**src/rtl/coriolis_stream_join.sv**
```systemverilog
// coriolis_stream_join
//   Joins four independently handshaked lanes (u, v, x, y) into one lockstep
//   tuple for the Coriolis kernel top. Each lane is buffered in its own
//   DEPTH-entry circular FIFO. A tuple is offered once every lane holds at
//   least one entry, and all lanes pop together. The block also counts tuples
//   per frame and flags the last tuple of each frame.
//
// Ports
//   clk, rst                     clock, synchronous active-high reset
//   {u,v,x,y}_in / _ivalid       lane data and valid from the producers
//   {u,v,x,y}_iready             registered "lane not full"
//   {u,v,x,y}_stream             joined head tuple; zero while ovalid is low
//   ovalid / oready              tuple handshake toward the kernel top
//   frame_last                   head tuple is element NELEM-1 of its frame
//   tuple_cnt                    index of the head tuple within its frame
module coriolis_stream_join #(
  parameter int unsigned STREAMW = 32,
  parameter int unsigned DEPTH   = 4,
  parameter int unsigned NELEM   = 1024,
  localparam int unsigned CntW   = (NELEM > 1) ? $clog2(NELEM) : 1
) (
  input  logic               clk,
  input  logic               rst,
  input  logic [STREAMW-1:0] u_in,
  input  logic [STREAMW-1:0] v_in,
  input  logic [STREAMW-1:0] x_in,
  input  logic [STREAMW-1:0] y_in,
  input  logic               u_ivalid,
  input  logic               v_ivalid,
  input  logic               x_ivalid,
  input  logic               y_ivalid,
  output logic               u_iready,
  output logic               v_iready,
  output logic               x_iready,
  output logic               y_iready,
  output logic [STREAMW-1:0] u_stream,
  output logic [STREAMW-1:0] v_stream,
  output logic [STREAMW-1:0] x_stream,
  output logic [STREAMW-1:0] y_stream,
  output logic               ovalid,
  input  logic               oready,
  output logic               frame_last,
  output logic [CntW-1:0]    tuple_cnt
);

  localparam int unsigned PtrW = $clog2(DEPTH);
  localparam logic [PtrW:0] LaneFull = (PtrW + 1)'(DEPTH);
  localparam logic [CntW-1:0] LastIdx = CntW'(NELEM - 1);

  logic [STREAMW-1:0] w_in   [4];
  logic [STREAMW-1:0] w_head [4];
  logic [3:0]         w_ivalid;
  logic [3:0]         w_iready;
  logic [3:0]         w_nempty;
  logic               w_ovalid;
  logic               w_fire;
  logic [CntW-1:0]    r_tuple_cnt;

  assign w_in[0] = u_in;
  assign w_in[1] = v_in;
  assign w_in[2] = x_in;
  assign w_in[3] = y_in;
  assign w_ivalid = {y_ivalid, x_ivalid, v_ivalid, u_ivalid};

  assign w_ovalid = &w_nempty;
  assign w_fire   = w_ovalid & oready;

  for (genvar l = 0; l < 4; l++) begin : g_lane
    logic [STREAMW-1:0] r_mem [DEPTH];
    logic [PtrW-1:0]    r_wr_ptr;
    logic [PtrW-1:0]    r_rd_ptr;
    logic [PtrW:0]      r_count;
    logic [PtrW:0]      w_count_d;
    logic               r_iready;
    logic               w_push;

    // Push is qualified by last cycle's registered ready, so a lane that is
    // full this cycle cannot accept even if a pop happens in the same cycle.
    assign w_push = w_ivalid[l] & r_iready;

    always_comb begin
      w_count_d = r_count;
      if (w_push && !w_fire) begin
        w_count_d = r_count + 1'b1;
      end else if (!w_push && w_fire) begin
        w_count_d = r_count - 1'b1;
      end
    end

    always_ff @(posedge clk) begin
      if (rst) begin
        r_wr_ptr <= '0;
        r_rd_ptr <= '0;
        r_count  <= '0;
        r_iready <= 1'b0;
      end else begin
        if (w_push) r_wr_ptr <= r_wr_ptr + 1'b1;
        if (w_fire) r_rd_ptr <= r_rd_ptr + 1'b1;
        r_count  <= w_count_d;
        r_iready <= (w_count_d != LaneFull);
      end
    end

    // Storage needs no reset: it is only observed through the head while
    // the lane count is non-zero.
    always_ff @(posedge clk) begin
      if (w_push) r_mem[r_wr_ptr] <= w_in[l];
    end

    assign w_nempty[l] = (r_count != '0);
    assign w_head[l]   = r_mem[r_rd_ptr];
    assign w_iready[l] = r_iready;
  end

  always_ff @(posedge clk) begin
    if (rst) begin
      r_tuple_cnt <= '0;
    end else if (w_fire) begin
      r_tuple_cnt <= (r_tuple_cnt == LastIdx) ? '0 : r_tuple_cnt + 1'b1;
    end
  end

  assign u_iready = w_iready[0];
  assign v_iready = w_iready[1];
  assign x_iready = w_iready[2];
  assign y_iready = w_iready[3];

  assign u_stream = w_ovalid ? w_head[0] : '0;
  assign v_stream = w_ovalid ? w_head[1] : '0;
  assign x_stream = w_ovalid ? w_head[2] : '0;
  assign y_stream = w_ovalid ? w_head[3] : '0;

  assign ovalid     = w_ovalid;
  assign tuple_cnt  = r_tuple_cnt;
  assign frame_last = w_ovalid & (r_tuple_cnt == LastIdx);

endmodule
```
**config.mk**
```make
export PLATFORM = sky130hd
export DESIGN_NAME = coriolis_stream_join
export DESIGN_NICKNAME = d
export VERILOG_FILES = /design/src/rtl/coriolis_stream_join.sv
export SDC_FILE = /design/constraint.sdc
export NUM_CORES = 1
export LEC_CHECK = 0
export BUFFER_PORTS_ARGS = -buffer_cell sky130_fd_sc_hd__buf_4
export CORE_MARGIN = 5
export CORE_UTILIZATION = 52
export DETAILED_ROUTE_END_ITERATION = 16
export HOLD_SLACK_MARGIN = 0.05
export PLACE_DENSITY = 0.76
export SYNTH_ARGS = -nofsm -noshare
export SYNTH_HDL_FRONTEND = slang
export SYNTH_SLANG_ARGS = --single-unit
export TNS_END_PERCENT = 20
```
**constraint.sdc**
```tcl
create_clock -name clk -period 2.1 [get_ports clk]
set_input_delay 0.315 -clock clk [delete_from_list [all_inputs] [get_ports clk]]
set_output_delay 0.315 -clock clk [all_outputs]
set_load 0.01 [all_outputs]
```
==> qor.yml, run 1 <==
outcome:
  status: "finished, violations left"
  violations: "negative setup slack"
global_routing:
  track_usage: 0.195
  grt_pass1_wl_mm: 71.1
  antenna_found_initial: 1
  grt_max_degree: 45
  grt_pass1_vias: 12574
  overflow: 0
die:
  row_count: 75
  design.core.area_sq_mm: 0.0418
  die_height_um: 215
  io_pins: 279
  dieArea_sq_mm: 0.0462
  initial_core_util: 0.524
  fp.dieW_um: 215
timing:
  hold_viol_final: 0
  worst_slew_pin_slew_ps: 441
  max_freq_ghz: 0.397
  fin_ws_ps: -418
  rsz0062_at_grt: "true"
  slew_headroom: 0.706
  report.final.slew_viol_count: 0
  fin_skew_ps: 29.1
  setup_viol: 136
  min_period_over_period: 1.20
  period_needed_ps: 2520
synth:
  synth_nets: 1268
  ys_seq_area_frac: 0.749
  async_reset_ff_frac: 0
  yosysMostFrequentCell: "edfxtp_1"
  ys_warn_count: 0
  synth_edf_count: 512
  ys.flop_type: "edfxtp_1"
  synth_area_sq_mm: 0.0219
  synth.largest_area_cell: "edfxtp_1"
  synth.area.top_cells: "edfxtp_1 (70%), mux4_2 (13%), dfxtp_1 (4.6%)"
  synth-seq-cells: 562
  synthTopCellsByCount: "edfxtp_1 (512), and2_1 (129), mux4_2 (128)"
  syn_inst: 1104
  yosys.area.top_type_share: 0.703
  syn_avg_cell_area_sq_um: 19.8
  yosysUniqueCellTypes: 40
setup_path:
  crit_fanout: 17
  critPathRequiredTime_ps: 1780
  critPathLaunch: "g_lane[3].r_count[0]"
  cp-start-kind: "flip-flop"
  r2r-start: "g_lane[3].r_count[0]"
  critical_path_class: "flip-flop to output port"
  crit_arrival_ps: 2200
  end_kind: "output port"
power_and_ir_drop:
  p_per_area_mw_per_mm2: 821
  p_leak_nw: 10.1
  vdd_drop_max_mv: 0.785
place:
  io_buffers: 278
  place_inst: 1921
  place_hpwl_mm: 26.6
  place_congestion: 0.720
  place_ws_ps: 34.2
clock_network:
  cts_max_path_buffers: 3
  clock_sinks: 562
  clk_pin_slew_ps: 60
  h-tree-depth: 2
  clock_latency_ps: 590
  cts_buffers: 56
  cts_tree: "done"
  clk_root_buffer_cell: "clkbuf_16"
layout:
  fillers: 2615
  stdcell_count: 2165
  drive_gt1_frac: 0.369
  layout.nets: 1743
  area_delta_synth_final_pct: 30.2
detailed_routing:
  drc: 0
  initialDrtViolationCount: 689
  wl_per_cell_um: 20.7
  dr.pass1.iters: 6
  vias: 11668
  wl_mm: 44.8
  ant_nets: 0
  vias_per_cell: 5.39
flow_run:
  drv_cap: 0
worst_hold_path:
  hold_path_class: "primary input to flip-flop"
  hold_path.startpoint: "rst"
==> stage by stage <==
step / utilization / hold WS, ps / area, sq um / TNS, ps / total power [mW]
2_1_floorplan: - / 414 / 21900 / 0 / 13.4
3_3_place_gp: 0.601 / 480 / 25100 / 0 / 13.9
3_5_place_dp: 0.601 / 490 / 25100 / 0 / 14.0
4_1_cts: 0.680 / 102 / 28400 / -53130 / 23.6
5_1_grt: 0.682 / 140 / 28500 / -62190 / 24.3
6_report: 0.682 / 140 / 28500 / -45510 / 23.4
==> cell type report <==
class / count / area (sq um) / share of cell area
Inverter: 21 / 83.8 / 0.00294
Timing Repair Buffer: 468 / 4280 / 0.150
Multi-Input combinational cell: 469 / 5290 / 0.186
Clock buffer: 69 / 1460 / 0.0513
Tap cell: 539 / 674 / 0.0237
Clock inverter: 35 / 279 / 0.00980
Antenna cell: 1 / 2.50 / 0.0000879
Timing Repair inverter: 1 / 11.3 / 0.000396
Sequential cell: 562 / 16400 / 0.576
==> cell families after synthesis <==
family,after synthesis,synth area share
flops,562,0.749
simple gates,238,0.0608
mux,129,0.132
buf+inv,73,0.0140
compound gates,35,0.0116
xor+xnor,34,0.0136
fa+ha+maj,33,0.0185
==> where the power goes <==
| group | total, mW | internal, mW | switching, mW |
|---|---|---|---|
| Combinational | 1.43 | 0.761 | 0.667 |
| Sequential | 12.6 | 12.5 | 0.0869 |
| Clock | 9.37 | 5.33 | 4.04 |
| Total | 23.4 | 18.6 | 4.80 |
==> worst max-delay path, stage by stage, from the launching register on <==
cell,delay [ps]
dfxtp_2,340
inv_2,40
ha_2,160
or2b_4,200
o2111ai_4,150
inv_6,150
bufbuf_16,300
and2_1,140
buf_4,120
==> flip-flops by register name, indices dropped and copies added (netlist names), named ones only <==
signal	count
y_iready	1
g_lane.r_count	12
g_lane.r_wr_ptr	8
v_iready	1
g_lane.r_rd_ptr	8
tuple_cnt	10
x_iready	1
g_lane.r_mem	512
u_iready	1
==> layout by cell type, fill, tap and decap left out, types with 3 or more instances in the layout <==
master         synthesis  layout
a211oi_2               0       3
a21oi_1               12      10
a21oi_2                1       3
a311oi_1               3       3
a31oi_1                3       3
and2_1               129     120
and2_4                 0       9
and3_1                18      16
buf_12                 0      24
buf_4                  1     293
buf_6                  2      18
bufinv_16              0       3
clkbuf_1              31      12
clkbuf_16              0      56
clkinv_1               0      11
clkinv_2               0      12
clkinv_4               0       5
dfxtp_1               50      40
dfxtp_2                0      10
dlygate4sd3_1          0     130
edfxtp_1             512     512
ha_1                  29      28
inv_1                 20      14
inv_2                  0       6
mux4_2               128     128
nand2_1               21      18
nand3_1               15      14
nand4_1                5       5
nor2_1                38      38
nor3_4                 0       3
o21ai_0                4       3
or4_1                  3       3
xnor2_1               21      20
xor2_1                13      13
==> path summary, 6_finish.rpt <==
kind	end	slack, ps	cells after the start
worst max register to register	x_iready	-150	12
worst min-delay path	tuple_cnt[6]	140	2
worst max-delay path	u_stream[28]	-420	8
worst min register to register	g_lane[0].r_wr_ptr[1]	500	2
==> per-layer routing <==
| metal | part of all wire | wire [um] | GRT usage |
|---|---|---|---|
| met3 | 0.051 | 2310 | 0.0356 |
| met4 | 0.020 | 908 | 0.0514 |
| met2 | 0.52 | 23100 | 0.339 |
| met5 | 0.00033 | 15 | 0 |
| met1 | 0.41 | 18500 | 0.259 |
==> what timing repair did <==
action,4_1_cts,5_1_grt
pin swaps,1,6
setup buffers,5,0
resized for setup,44,21
endpoints found under the hold margin,514,0
hold buffers,130,0
gates cloned,4,0
setup endpoints to repair,130,159
No activity file was read; power rests on OpenSTA's default activity.
==> run 2, diff against run 1 <==
- ABC_AREA: not set -> 1
- PLACE_DENSITY: 0.76 -> 0.75
==> qor.yml, run 2 <==
setup_path:
  rrSetupSlack_ps: 130
  critPathRequiredTime_ps: 1780
  crit_arrival_ps: 2170
  end_kind: "output port"
  reg2reg_depth: 14
  r2r_end: "u_iready"
  critical_path_class: "flip-flop to output port"
  r2r-start: "g_lane[1].r_count[0]"
  cp-start-kind: "flip-flop"
  crit_fanout: 8
layout:
  fillers: 2823
  regArea_sq_mm: 0.0164
  layout.nets: 2495
  utilization: 0.697
  mostFrequentLayoutCells: "edfxtp_1 (512), nor2_1 (394), buf_4 (301)"
  drive_gt1_frac: 0.247
  area_delta_synth_final_pct: 32.6
  multi_input_area_sq_mm: 0.00544
  largest_register_ff_count: 512
  stdcell_count: 2959
  largest_register: "g_lane.r_mem"
  final_common_cell: "edfxtp_1"
  final_area_sq_mm: 0.0300
detailed_routing:
  vias: 15953
  wl_per_cell_um: 18.7
  initialDrtViolationCount: 1291
  wl_mm: 55.4
  vias_per_cell: 5.39
  drc: 0
  ant_nets: 0
  dr.pass1.iters: 6
worst_hold_path:
  hold_path_class: "primary input to flip-flop"
  hold_path.startpoint: "oready"
  hold_depth: 5
  min_to: "g_lane[1].r_count[2]"
die:
  initial_core_util: 0.525
  dieArea_sq_mm: 0.0478
  design.core.area_sq_mm: 0.0431
  fp.dieW_um: 219
  row_count: 76
  die_height_um: 219
  io_pins: 279
flow_run:
  drv_cap: 0
place:
  io_buffers: 278
  place_inst: 2697
  placed_cell_area_sq_mm: 0.0260
  place_congestion: 0.784
  place_hpwl_mm: 31.3
synth:
  synth.area.top_cells: "edfxtp_1 (68%), nor2_1 (6.8%), o32ai_1 (5.0%)"
  synth.largest_area_cell: "edfxtp_1"
  yosysUniqueCellTypes: 28
  synth_nets: 2031
  ys_seq_area_frac: 0.723
  synthTopCellsByCount: "edfxtp_1 (512), nor2_1 (410), nand2_1 (200)"
  synth_edf_count: 512
  async_reset_ff_frac: 0
  synth-seq-cells: 562
  syn_avg_cell_area_sq_um: 12.1
  ys.flop_type: "edfxtp_1"
  yosys.area.top_type_share: 0.679
  synth_area_sq_mm: 0.0226
  ys_warn_count: 0
  yosysMostFrequentCell: "edfxtp_1"
  syn_inst: 1867
timing:
  rsz0062_at_grt: "true"
  max_freq_ghz: 0.402
  setup_viol: 130
  fin_skew_ps: 17.3
  slew_headroom: 0.590
  min_period_over_period: 1.18
  period_needed_ps: 2490
  fin_ws_ps: -385
  whs_ps: 197
  worst_slew_pin_slew_ps: 613
  report.final.slew_viol_count: 0
  hold_viol_final: 0
clock_network:
  clk_root_buffer_cell: "clkbuf_16"
  cts_buffers: 56
  cts_tree: "done"
  cts_max_path_buffers: 3
  clock_latency_ps: 600
  h-tree-depth: 2
  clk_pin_slew_ps: 60
  clock_sinks: 562
global_routing:
  grt_max_degree: 65
  grt_pass1_vias: 16090
  track_usage: 0.223
  grt_pass1_wl_mm: 84.4
  overflow: 0
  antenna_found_initial: 1
power_and_ir_drop:
  finalPower_mw: 27.2
  vdd_drop_max_mv: 0.700
  p_per_area_mw_per_mm2: 907
  p_leak_nw: 12.1
outcome:
  violations: "negative setup slack"
  status: "finished, violations left"
[run 2: cells by family after synthesis]
| logic type | Yosys count | synth area share |
|---|---|---|
| buf+inv | 305 | 0.0541 |
| flops | 562 | 0.723 |
| fa+ha+maj | 29 | 0.0160 |
| xor+xnor | 9 | 0.00348 |
| compound gates | 302 | 0.0886 |
| simple gates | 660 | 0.114 |
[run 2: critical path: stages (launching register included)]
cell and delay [ps]:
dfxtp_2 330, inv_2 50, ha_4 150, nand2_4 60, nand2_4 50, nor2_4 120
buf_12 120, buf_16 160, buf_12 130, buf_16 150, nand2_2 60, inv_2 70
buf_6 100
[run 2: cell type report]
class	count	share of cell area
timing repair buffer	513	0.163
clock inverter	33	0.0108
multi-input combinational	1000	0.181
inverter	198	0.0249
clock buffer	67	0.0491
sequential	562	0.546
tap	585	0.0244
antenna	1	0.0000834
[run 2: worst max-delay path by stage]
stage | end | start | cells past startpoint | slack (ps)
floorplan | g_lane[1].r_mem[0][0] | v_iready | 3 | -330
global placement | y_stream[2] | g_lane[0].r_count[0] | 9 | 160
detailed placement | u_iready | g_lane[0].r_count[0] | 11 | 70
CTS | x_stream[30] | g_lane[3].r_count[1] | 12 | -420
global route | x_stream[18] | g_lane[1].r_count[0] | 12 | -520
finish | x_stream[18] | g_lane[1].r_count[0] | 12 | -390
[run 2: report_power, final]
part | internal [mW] | switching [mW]
clock | 5.72 | 4.03
sequential | 13.2 | 0.254
combinational | 1.76 | 2.29
[run 2: what timing repair did]
| action | CTS | global route |
|---|---|---|
| pin swaps | 7 | 6 |
| hold endpoints to repair | 519 | 0 |
| hold buffers | 129 | 0 |
| endpoints found under the setup margin | 130 | 133 |
| gates cloned | 6 | 3 |
| resized for setup | 65 | 102 |
| buffers inserted | 21 | 5 |
[run 2: layer usage]
layer | part of all wire | GRT usage | vias to the layer above
met2 | 0.52 | 0.398 | 605
met5 | 0.00036 | 0 | -
met3 | 0.067 | 0.0459 | 113
met4 | 0.030 | 0.0674 | 2
met1 | 0.38 | 0.276 | 7775
li1 | - | - | 7458
[run 2: per-stage QoR]
stage               setup TNS (ps)  worst slack [ps]
floorplan                  -166640              -329
global placement                 0               165
detailed placement               0              71.6
CTS                         -46130              -419
global route                -53090              -518
finish                      -37590              -385
